===== src/rtl/adc_scan_serial.sv =====
// Scans NUM_CH channels of a 16-bit-frame SPI ADC on each sample pulse and emits one
// channel-tagged Avalon-ST beat per channel. Define ADC_SCAN_ADDR_CHECK_EN for address checking.
module adc_scan_serial #(
    parameter int NUM_CH = 4,
    parameter int DATA_W = 12,
    parameter int CS_GAP = 2
) (
    input  logic              clk,
    input  logic              reset_n,
    input  logic              sample,
    input  logic              sdi,
    output logic              sdo,
    output logic              cs_n,
    output logic [DATA_W-1:0] ast_source_data,
    output logic [2:0]        ast_source_channel,
    output logic              ast_source_valid,
    output logic [1:0]        ast_source_error,
    output logic              busy
);
    localparam int GAP_W = (CS_GAP > 1) ? $clog2(CS_GAP) : 1;
`ifdef ADC_SCAN_ADDR_CHECK_EN
    localparam int RX_W = 14;
`else
    localparam int RX_W = 11;
`endif

    typedef enum logic [1:0] {IDLE, FRAME, GAP} state_t;

    state_t           state, state_nxt;
    logic [3:0]       bit_cnt, bit_nxt;
    logic [3:0]       frame_cnt, frame_nxt;
    logic [GAP_W-1:0] gap_cnt, gap_nxt;
    logic [RX_W-1:0]  rx;
    logic [RX_W:0]    rx_full;
    logic             ovr_flag;

    logic             gap_last, frame_last, frame_end, start;
    logic [2:0]       addr_nxt, chan;
    logic [15:0]      word_nxt;
    logic             cs_n_nxt, sdo_nxt, busy_nxt, beat, ovr_now, mismatch;

    function automatic logic [15:0] ctl_word(input logic [2:0] addr);
        return {3'b100, addr, 2'b11, 4'b0001, 4'b0000};
    endfunction

    assign gap_last   = (gap_cnt == GAP_W'(CS_GAP - 1));
    assign frame_last = (frame_cnt == 4'(NUM_CH));
    assign frame_end  = (state == FRAME) && (bit_cnt == 4'd15);
    // A request landing on the last gap cycle of a scan chains straight into the next scan.
    assign start      = sample && ((state == IDLE) || ((state == GAP) && gap_last && frame_last));

    always_ff @(posedge clk or negedge reset_n) begin
        if (!reset_n) begin
            state     <= IDLE;
            bit_cnt   <= 4'd0;
            frame_cnt <= 4'd0;
            gap_cnt   <= '0;
        end else begin
            state     <= state_nxt;
            bit_cnt   <= bit_nxt;
            frame_cnt <= frame_nxt;
            gap_cnt   <= gap_nxt;
        end
    end

    always_comb begin
        state_nxt = state;
        case (state)
            IDLE:    if (start) state_nxt = FRAME;
            FRAME:   if (bit_cnt == 4'd15) state_nxt = GAP;
            GAP:     if (gap_last) state_nxt = (!frame_last || start) ? FRAME : IDLE;
            default: state_nxt = IDLE;
        endcase
        bit_nxt   = ((state == FRAME) && (bit_cnt != 4'd15)) ? bit_cnt + 4'd1 : 4'd0;
        gap_nxt   = ((state == GAP) && !gap_last) ? gap_cnt + GAP_W'(1) : '0;
        frame_nxt = frame_cnt;
        if (start)
            frame_nxt = 4'd0;
        else if ((state == GAP) && gap_last && !frame_last)
            frame_nxt = frame_cnt + 4'd1;
    end

    // Frame k carries result k-1; frame 0 is the pipeline-priming dummy and frame NUM_CH re-addresses 0.
    always_comb begin
        addr_nxt = (frame_nxt == 4'(NUM_CH)) ? 3'd0 : frame_nxt[2:0];
        word_nxt = ctl_word(addr_nxt);
        cs_n_nxt = (state_nxt != FRAME);
        sdo_nxt  = (state_nxt == FRAME) ? word_nxt[4'd15 - bit_nxt] : 1'b0;
        busy_nxt = (state_nxt != IDLE);
        beat     = frame_end && (frame_cnt != 4'd0);
        chan     = 3'(frame_cnt - 4'd1);
        rx_full  = {rx, sdi};
        ovr_now  = sample && (state != IDLE) && !start;
`ifdef ADC_SCAN_ADDR_CHECK_EN
        mismatch = (rx_full[14:12] != chan);
`else
        mismatch = 1'b0;
`endif
    end

    // ast_source_valid is a one-cycle strobe with no ready: the sink must take every beat,
    // and data/channel/error are meaningful only while valid is high.
    always_ff @(posedge clk or negedge reset_n) begin
        if (!reset_n) begin
            cs_n               <= 1'b1;
            sdo                <= 1'b0;
            busy               <= 1'b0;
            rx                 <= '0;
            ovr_flag           <= 1'b0;
            ast_source_valid   <= 1'b0;
            ast_source_data    <= '0;
            ast_source_channel <= 3'd0;
            ast_source_error   <= 2'b00;
        end else begin
            cs_n             <= cs_n_nxt;
            sdo              <= sdo_nxt;
            busy             <= busy_nxt;
            ast_source_valid <= beat;
            if (state == FRAME)
                rx <= rx_full[RX_W-1:0];
            if (beat) begin
                ast_source_data    <= rx_full[DATA_W-1:0];
                ast_source_channel <= chan;
                ast_source_error   <= {mismatch, frame_last && (ovr_flag || ovr_now)};
            end
            if (beat && frame_last)
                ovr_flag <= 1'b0;
            else if (ovr_now)
                ovr_flag <= 1'b1;
        end
    end
endmodule


===== config.mk =====
export PLATFORM = sky130hd
export DESIGN_NAME = adc_scan_serial
export DESIGN_NICKNAME = d
export VERILOG_FILES = /design/src/rtl/adc_scan_serial.sv
export SDC_FILE = /design/constraint.sdc
export NUM_CORES = 1
export LEC_CHECK = 0
export CAP_MARGIN = 15
export CORE_ASPECT_RATIO = 1.5
export CORE_MARGIN = 1.5
export CORE_UTILIZATION = 50
export CTS_CLUSTER_SIZE = 12
export DETAILED_ROUTE_END_ITERATION = 6
export PLACE_DENSITY = 0.84
export RECOVER_POWER = 50
export SLEW_MARGIN = 20
export SYNTH_ARGS = -nofsm -noshare
export SYNTH_HDL_FRONTEND = slang
export SYNTH_SLANG_ARGS = --single-unit

===== constraint.sdc =====
create_clock -name clk -period 6.8 [get_ports clk]
set_clock_uncertainty 0.1 [all_clocks]
set_input_delay 0.68 -clock clk [delete_from_list [all_inputs] [get_ports clk]]
set_output_delay 0.68 -clock clk [all_outputs]
set_load 0.02 [all_outputs]

==> metrics.md, run 1 <==
| Metric | Value |
|---|---|
| Root Buffer | `clkbuf_8` |
| DR WL/cell | `13.2 um` |
| Syn_area_per_cell | `9.27 um2` |
| Clock-pin slew on the worst setup and hold paths | `90 ps` |
| Endpoints failing hold | `0` |
| Final Wtd Congestion | `0.840` |
| Hold WC Path Type | `reg -> reg` |
| Core area | `3650 um2` |
| Vias | `1445` |
| YS warnings | `0` |
| GRT Residual Overflow | `0` |
| Post_cts resized | `0` |
| Final instance area | `2240 um2` |
| Power Density | `483 nW/um2` |
| DRT Pass-1 Iters | `4` |
| Die height | `78.1 um` |
| DRT antenna net count | `0` |
| Clk_lat worst skew | `290 ps` |
| RR Startpoint | `frame_cnt[0]$_DFF_PN0_` |
| GRT Util Overall | `20.0%` |
| Die Width | `53.1 um` |
| Post-CTS Hold Buffers | `0` |
| Unrepaired setup endpoints after global routing | `no` |
| Htree depth | `2` |
| RR Endpoint | `sdo$_DFF_PN0_` |
| Detail Placement HPWL | `2.50 mm` |
| Post-synthesis cell area | `1880 um2` |
| WP data arrival | `2480 ps` |
| Setup_tns | `0 ps` |
| Ports | `25` |
| CP Class | `reg -> reg` |
| WHS Endpoint | `ast_source_data[9]$_DFFE_PN0P_` |
| Antenna diode count | `0` |
| Clock buffer count from CTS | `5` |
| HP Start | `ast_source_data[9]$_DFFE_PN0P_` |
| Final Net Count | `233` |
| Tmin final | `2420 ps` |
| Sequential fraction of the synthesis area | `57.2%` |
| PortBufs | `23` |
| Post-Synthesis Cells | `203` |
| Worst EP required | `6870 ps` |
| Least-Margin Pin Slew | `2220 ps` |
| Final cycle utilization of the critical path | `35.5%` |
| Setup Fix Bufs, Post-CTS | `0` |
| Reg-to-reg setup timing slack | `4380 ps` |
| Failing checks | `max-capacitance violations, max-slew violations` |
| Pins over their slew limit | `44` |
| Distinct cell type count after synthesis | `42` |
| Clock tree sinks | `43` |
| Fillers | `311` |
| Initial Utilization | `51.6%` |
| Seq cells post-synth | `43` |
| Max Fclk | `0.414 GHz` |
| Routed Wire Length | `3.57 mm` |
| DRT iter0 DRCs | `35` |
| Synthesized Nets | `210` |
| Crit path capture type | `flip-flop` |
| Share of post-route cells with drive strength above 1 | `5.73%` |
| CTS tree | `yes` |
| Setup violators final | `0` |
| Largest net degree at the start of global routing | `44` |
| Most frequent cells in the layout | `75 x nand2_1, 42 x dfrtp_1, 22 x clkdlybuf4s50_1` |
| R2r worst-path depth | `8` |
| Status | `complete, but fails checks` |
| Area delta synth->final | `19.0%` |
| Placed cell areas | `2130 um2` |
| Slew HR | `-47.7%` |
| First-pass GRT wire length | `6.15 mm` |
| Pleak | `1.08 nW` |
| Post-synth EDFFs | `0` |
| Antenna violations before repair | `0` |
| CP startpoint kind | `flip-flop` |
| Max_cap viols | `1` |
| CP max FO | `7` |
| Most used flip-flop cell after synthesis | `dfrtp_1` |
| Hold depth | `2` |
| Total Die Area | `4150 um2` |
| Via density | `5.35` |
| Residual DRC count | `0` |
| Ys async rst share | `100%` |
| Rows | `27` |
| Commonest non-fill, non-tap cell in the layout | `nand2_1` |
| Worst VDD drop | `0.000233 V` |
| Number of global-route vias before repair | `1418` |
| Clock tree buffer depth | `2` |
-- report_power, final --
part | internal [mW] | total (mW) | switching, mW
logic | 0.198 | 0.442 | 0.244
clock network | 0.109 | 0.197 | 0.0876
registers | 0.363 | 0.443 | 0.0800
total | 0.671 | 1.08 | 0.412
-- sequential cells by signal (all words and copies together) (netlist names) --
name,flops
ast_source_data,12
rx,11
bit_cnt,4
frame_cnt,4
ast_source_channel,3
state,2
ast_source_error,1
ast_source_valid,1
busy,1
cs_n,1
gap_cnt,1
ovr_flag,1
sdo,1
-- per-stage QoR --
stage	setup WS, ps	utilization (%)	hold WS (ps)	power (mW)	std cells
floorplan	4560	-	284	0.719	203
CTS	4410	61.4	383	1.09	270
finish	4380	61.4	376	1.08	270
detailed placement	4300	58.3	364	0.892	262
global route	4020	61.4	405	1.17	270
global placement	4320	58.3	356	0.876	262
-- cell type report --
| type | instances | area (um2) | area share, % |
|---|---|---|---|
| Inverter | 8 | 30.0 | 1.34 |
| Multi-Input combinational cell | 143 | 727 | 32.5 |
| Tap cell | 43 | 53.8 | 2.40 |
| Clock buffer | 5 | 68.8 | 3.07 |
| Clock inverter | 3 | 43.8 | 1.96 |
| Timing Repair Buffer | 25 | 239 | 10.7 |
| Sequential cell | 43 | 1080 | 48.1 |
-- critical path, stage by stage (launching register included) --
cell and delay (ps):
dfrtp_1 470, inv_1 100, ha_1 260, and3b_1 270
o21a_1 200, a22o_1 260, or4_1 390, a31oi_1 170
a211oi_1 60
-- synthesized netlist by cell type, types with 2 or more instances --
cell type / count / area (um2)
nand2_1: 75 / 282
dfrtp_1: 42 / 1050
nor2_1: 8 / 30.0
a21oi_1: 7 / 35.0
inv_1: 7 / 26.3
o21ai_0: 7 / 35.0
clkbuf_1: 5 / 18.8
nand2b_1: 4 / 25.0
nor2b_1: 4 / 25.0
ha_1: 3 / 37.5
a21o_1: 2 / 15.0
a311oi_1: 2 / 17.5
and2_1: 2 / 12.5
and3b_1: 2 / 17.5
buf_2: 2 / 10.0
nand3b_1: 2 / 15.0
nand4_1: 2 / 12.5
o22ai_1: 2 / 12.5
or3_1: 2 / 12.5
-- worst max-delay path by stage --
stage	from	end	slack (ps)	cells past startpoint
global placement	sample	sdo$_DFF_PN0_	4320	7
detailed placement	sample	sdo$_DFF_PN0_	4300	7
finish	frame_cnt[0]$_DFF_PN0_	sdo$_DFF_PN0_	4380	8
CTS	frame_cnt[0]$_DFF_PN0_	sdo$_DFF_PN0_	4410	8
global route	reset_n	frame_cnt[3]$_DFF_PN0_	4020	1
floorplan	frame_cnt[0]$_DFF_PN0_	sdo$_DFF_PN0_	4560	9
-- layer usage --
metal / part of all wire, % / vias up / global-route usage, %
li1: - / 710 / -
met1: 42 / 691 / 23.9
met2: 53 / 36 / 33.4
met3: 3.1 / 8 / 4.75
met4: 1.8 / 0 / 8.46
met5: 0 / - / 0
-- cell families after synthesis --
group                    after synthesis  share of synthesized area, %
flip-flops                            43                          57.2
other                                  1                         0.199
buffers and inverters                 17                          4.12
AO/OA/AOI/OAI                         29                          9.91
XOR/XNOR                               2                         0.931
AND/OR/NAND/NOR                      108                          25.6
adder cells (fa/ha/maj)                3                          1.99
Power figures use the tool's default switching activity.
==> inputs of run 2 (changes only) <==
==> constraint.sdc (replaced) <==
create_clock -name clk -period 2.35 [get_ports clk]
set_clock_uncertainty 0.1 [all_clocks]
set_input_delay 0.235 -clock clk [delete_from_list [all_inputs] [get_ports clk]]
set_output_delay 0.235 -clock clk [all_outputs]
set_load 0.02 [all_outputs]
==> metrics.md, run 2 (same netlist as run 1, synthesis figures left out) <==
| Metric | Value |
|---|---|
| Clock buffer count from CTS | `5` |
| Least-Margin Pin Slew | `1040 ps` |
| PortBufs | `23` |
| Buf/Inv on CP | `1` |
| Max_cap viols | `0` |
| Residual DRC count | `0` |
| CP Depth | `8` |
| Largest net degree at the start of global routing | `44` |
| Crit path from | `frame_cnt[1]$_DFF_PN0_` |
| Clk_lat worst skew | `290 ps` |
| DR WL/cell | `13.6 um` |
| Via density | `5.38` |
| Post-CTS Hold Buffers | `0` |
| Clock tree sinks | `43` |
| Crit-path slowest cell | `dfrtp_1` |
| CP Cell Sequence | `inv_1, ha_1, and3b_1, o21a_1, a22o_1, or4_1, a31oi_1, a211oi_1` |
| Reg-to-reg setup timing slack | `160 ps` |
| RR Startpoint | `frame_cnt[1]$_DFF_PN0_` |
| Setup_tns | `0 ps` |
| Area delta synth->final | `19.4%` |
| Htree depth | `2` |
| Hold WC Path Type | `in -> async` |
| Rows | `27` |
| Die Width | `53.1 um` |
| Max Fclk | `0.456 GHz` |
| Die height | `78.1 um` |
| Clock tree buffer depth | `2` |
| CP peak stage delay | `410 ps` |
| Worst VDD drop | `0.000730 V` |
| GRT Residual Overflow | `0` |
| Root Buffer | `clkbuf_8` |
| Final Net Count | `238` |
| CP Class | `reg -> reg` |
| Most frequent cells in the layout | `75 x nand2_1, 42 x dfrtp_1, 22 x clkdlybuf4s50_1` |
| Status | `finished clean` |
| CP endpoint | `sdo$_DFF_PN0_` |
| Tmin final | `2190 ps` |
| Final Wtd Congestion | `0.871` |
| Number of global-route vias before repair | `1413` |
| Post_cts resized | `0` |
| CTS tree | `yes` |
| Delay-heaviest family, CP | `compound AO/OA/AOI/OAI gates` |
| Ports | `25` |
| Crit path capture type | `flip-flop` |
| Vias | `1479` |
| Fillers | `319` |
| WHS | `9.47 ps` |
| Setup Fix Bufs, Post-CTS | `0` |
| WP data arrival | `2270 ps` |
| Antenna violations before repair | `0` |
| Register with the most flip-flops | `ast_source_data` |
| Max reg flops | `12` |
| DRT antenna net count | `0` |
| Share of post-route cells with drive strength above 1 | `7.33%` |
| Endpoints failing hold | `0` |
| Pleak | `1.08 nW` |
| Commonest non-fill, non-tap cell in the layout | `nand2_1` |
| Pins over their slew limit | `0` |
| RR Endpoint | `sdo$_DFF_PN0_` |
| CP max FO | `7` |
| Clock-pin slew on the worst setup and hold paths | `80 ps` |
| CP startpoint kind | `flip-flop` |
| Total Die Area | `4150 um2` |
| Setup violators final | `0` |
| Routed Wire Length | `3.73 mm` |
| First-pass GRT wire length | `6.35 mm` |
| Core area | `3650 um2` |
| DRT iter0 DRCs | `44` |
| Slew HR | `30.4%` |
| Unrepaired setup endpoints after global routing | `no` |
| Top Registers | `ast_source_data: 12 flops, rx: 11 flops` |
| Antenna diode count | `0` |
| Power Density | `1360 nW/um2` |
| Worst EP required | `2420 ps` |
| R2r worst-path depth | `8` |
| Detail Placement HPWL | `2.66 mm` |
| Final cycle utilization of the critical path | `93.4%` |
| DRT Pass-1 Iters | `4` |
| GRT Util Overall | `20.7%` |
| Initial Utilization | `51.6%` |
==> run 2: worst min path at each step <==
stage	startpoint	endpoint	slack (ps)	depth (start not counted)
after floorplan	reset_n	ast_source_channel[0]$_DFFE_PN0P_	-160	0
after global placement	reset_n	ast_source_data[11]$_DFFE_PN0P_	330	1
after detailed placement	reset_n	ast_source_data[0]$_DFFE_PN0P_	330	1
after CTS	reset_n	ast_source_data[0]$_DFFE_PN0P_	20	1
after global routing	reset_n	ast_source_data[1]$_DFFE_PN0P_	100	1
final	reset_n	ast_source_data[11]$_DFFE_PN0P_	9	1
==> run 2: through the flow <==
step	setup slack [ps]	cells	power [mW]	utilization (%)	cell area [um2]
after floorplan	105	203	2.08	-	1880
after CTS	165	275	3.09	61.7	2250
final	156	275	3.06	61.6	2250
after global routing	30.1	275	3.28	61.6	2250
after detailed placement	181	267	2.62	59.4	2170
after global placement	207	267	2.56	59.4	2170
==> run 2: cell type report <==
type	instances	area [um2]	share of cell area (%)
clock inverters	2	12.5	0.557
multi-input cells	143	727	32.3
clock buffers	6	72.6	3.23
well taps	43	53.8	2.39
repair buffers	30	274	12.2
inverters	8	30.0	1.34
flip-flops and latches	43	1080	47.9
==> run 2: worst register-to-register path: cells and delay by family, from the launching register on <==
| family | cells | cell delay (ps) |
|---|---|---|
| adders and majority gates | 1 | 180 |
| DFF | 1 | 410 |
| and+or+nand+nor | 2 | 640 |
| buffers and inverters | 1 | 60 |
| AOI/OAI and AO/OA | 4 | 680 |
==> run 2: routing by layer <==
layer  wire length, um  track usage [%]  vias up
li1                  -                -      719
met1              1520             24.1      713
met2              2000             34.8       39
met3               126             4.94        8
met4                87             9.74        0
met5                 0                0        -
==> run 2: power by group <==
group	internal [mW]	switching, mW	total (mW)
clock network	0.208	0.249	0.457
registers	1.05	0.218	1.27
logic	0.599	0.739	1.34
total	1.86	1.21	3.06
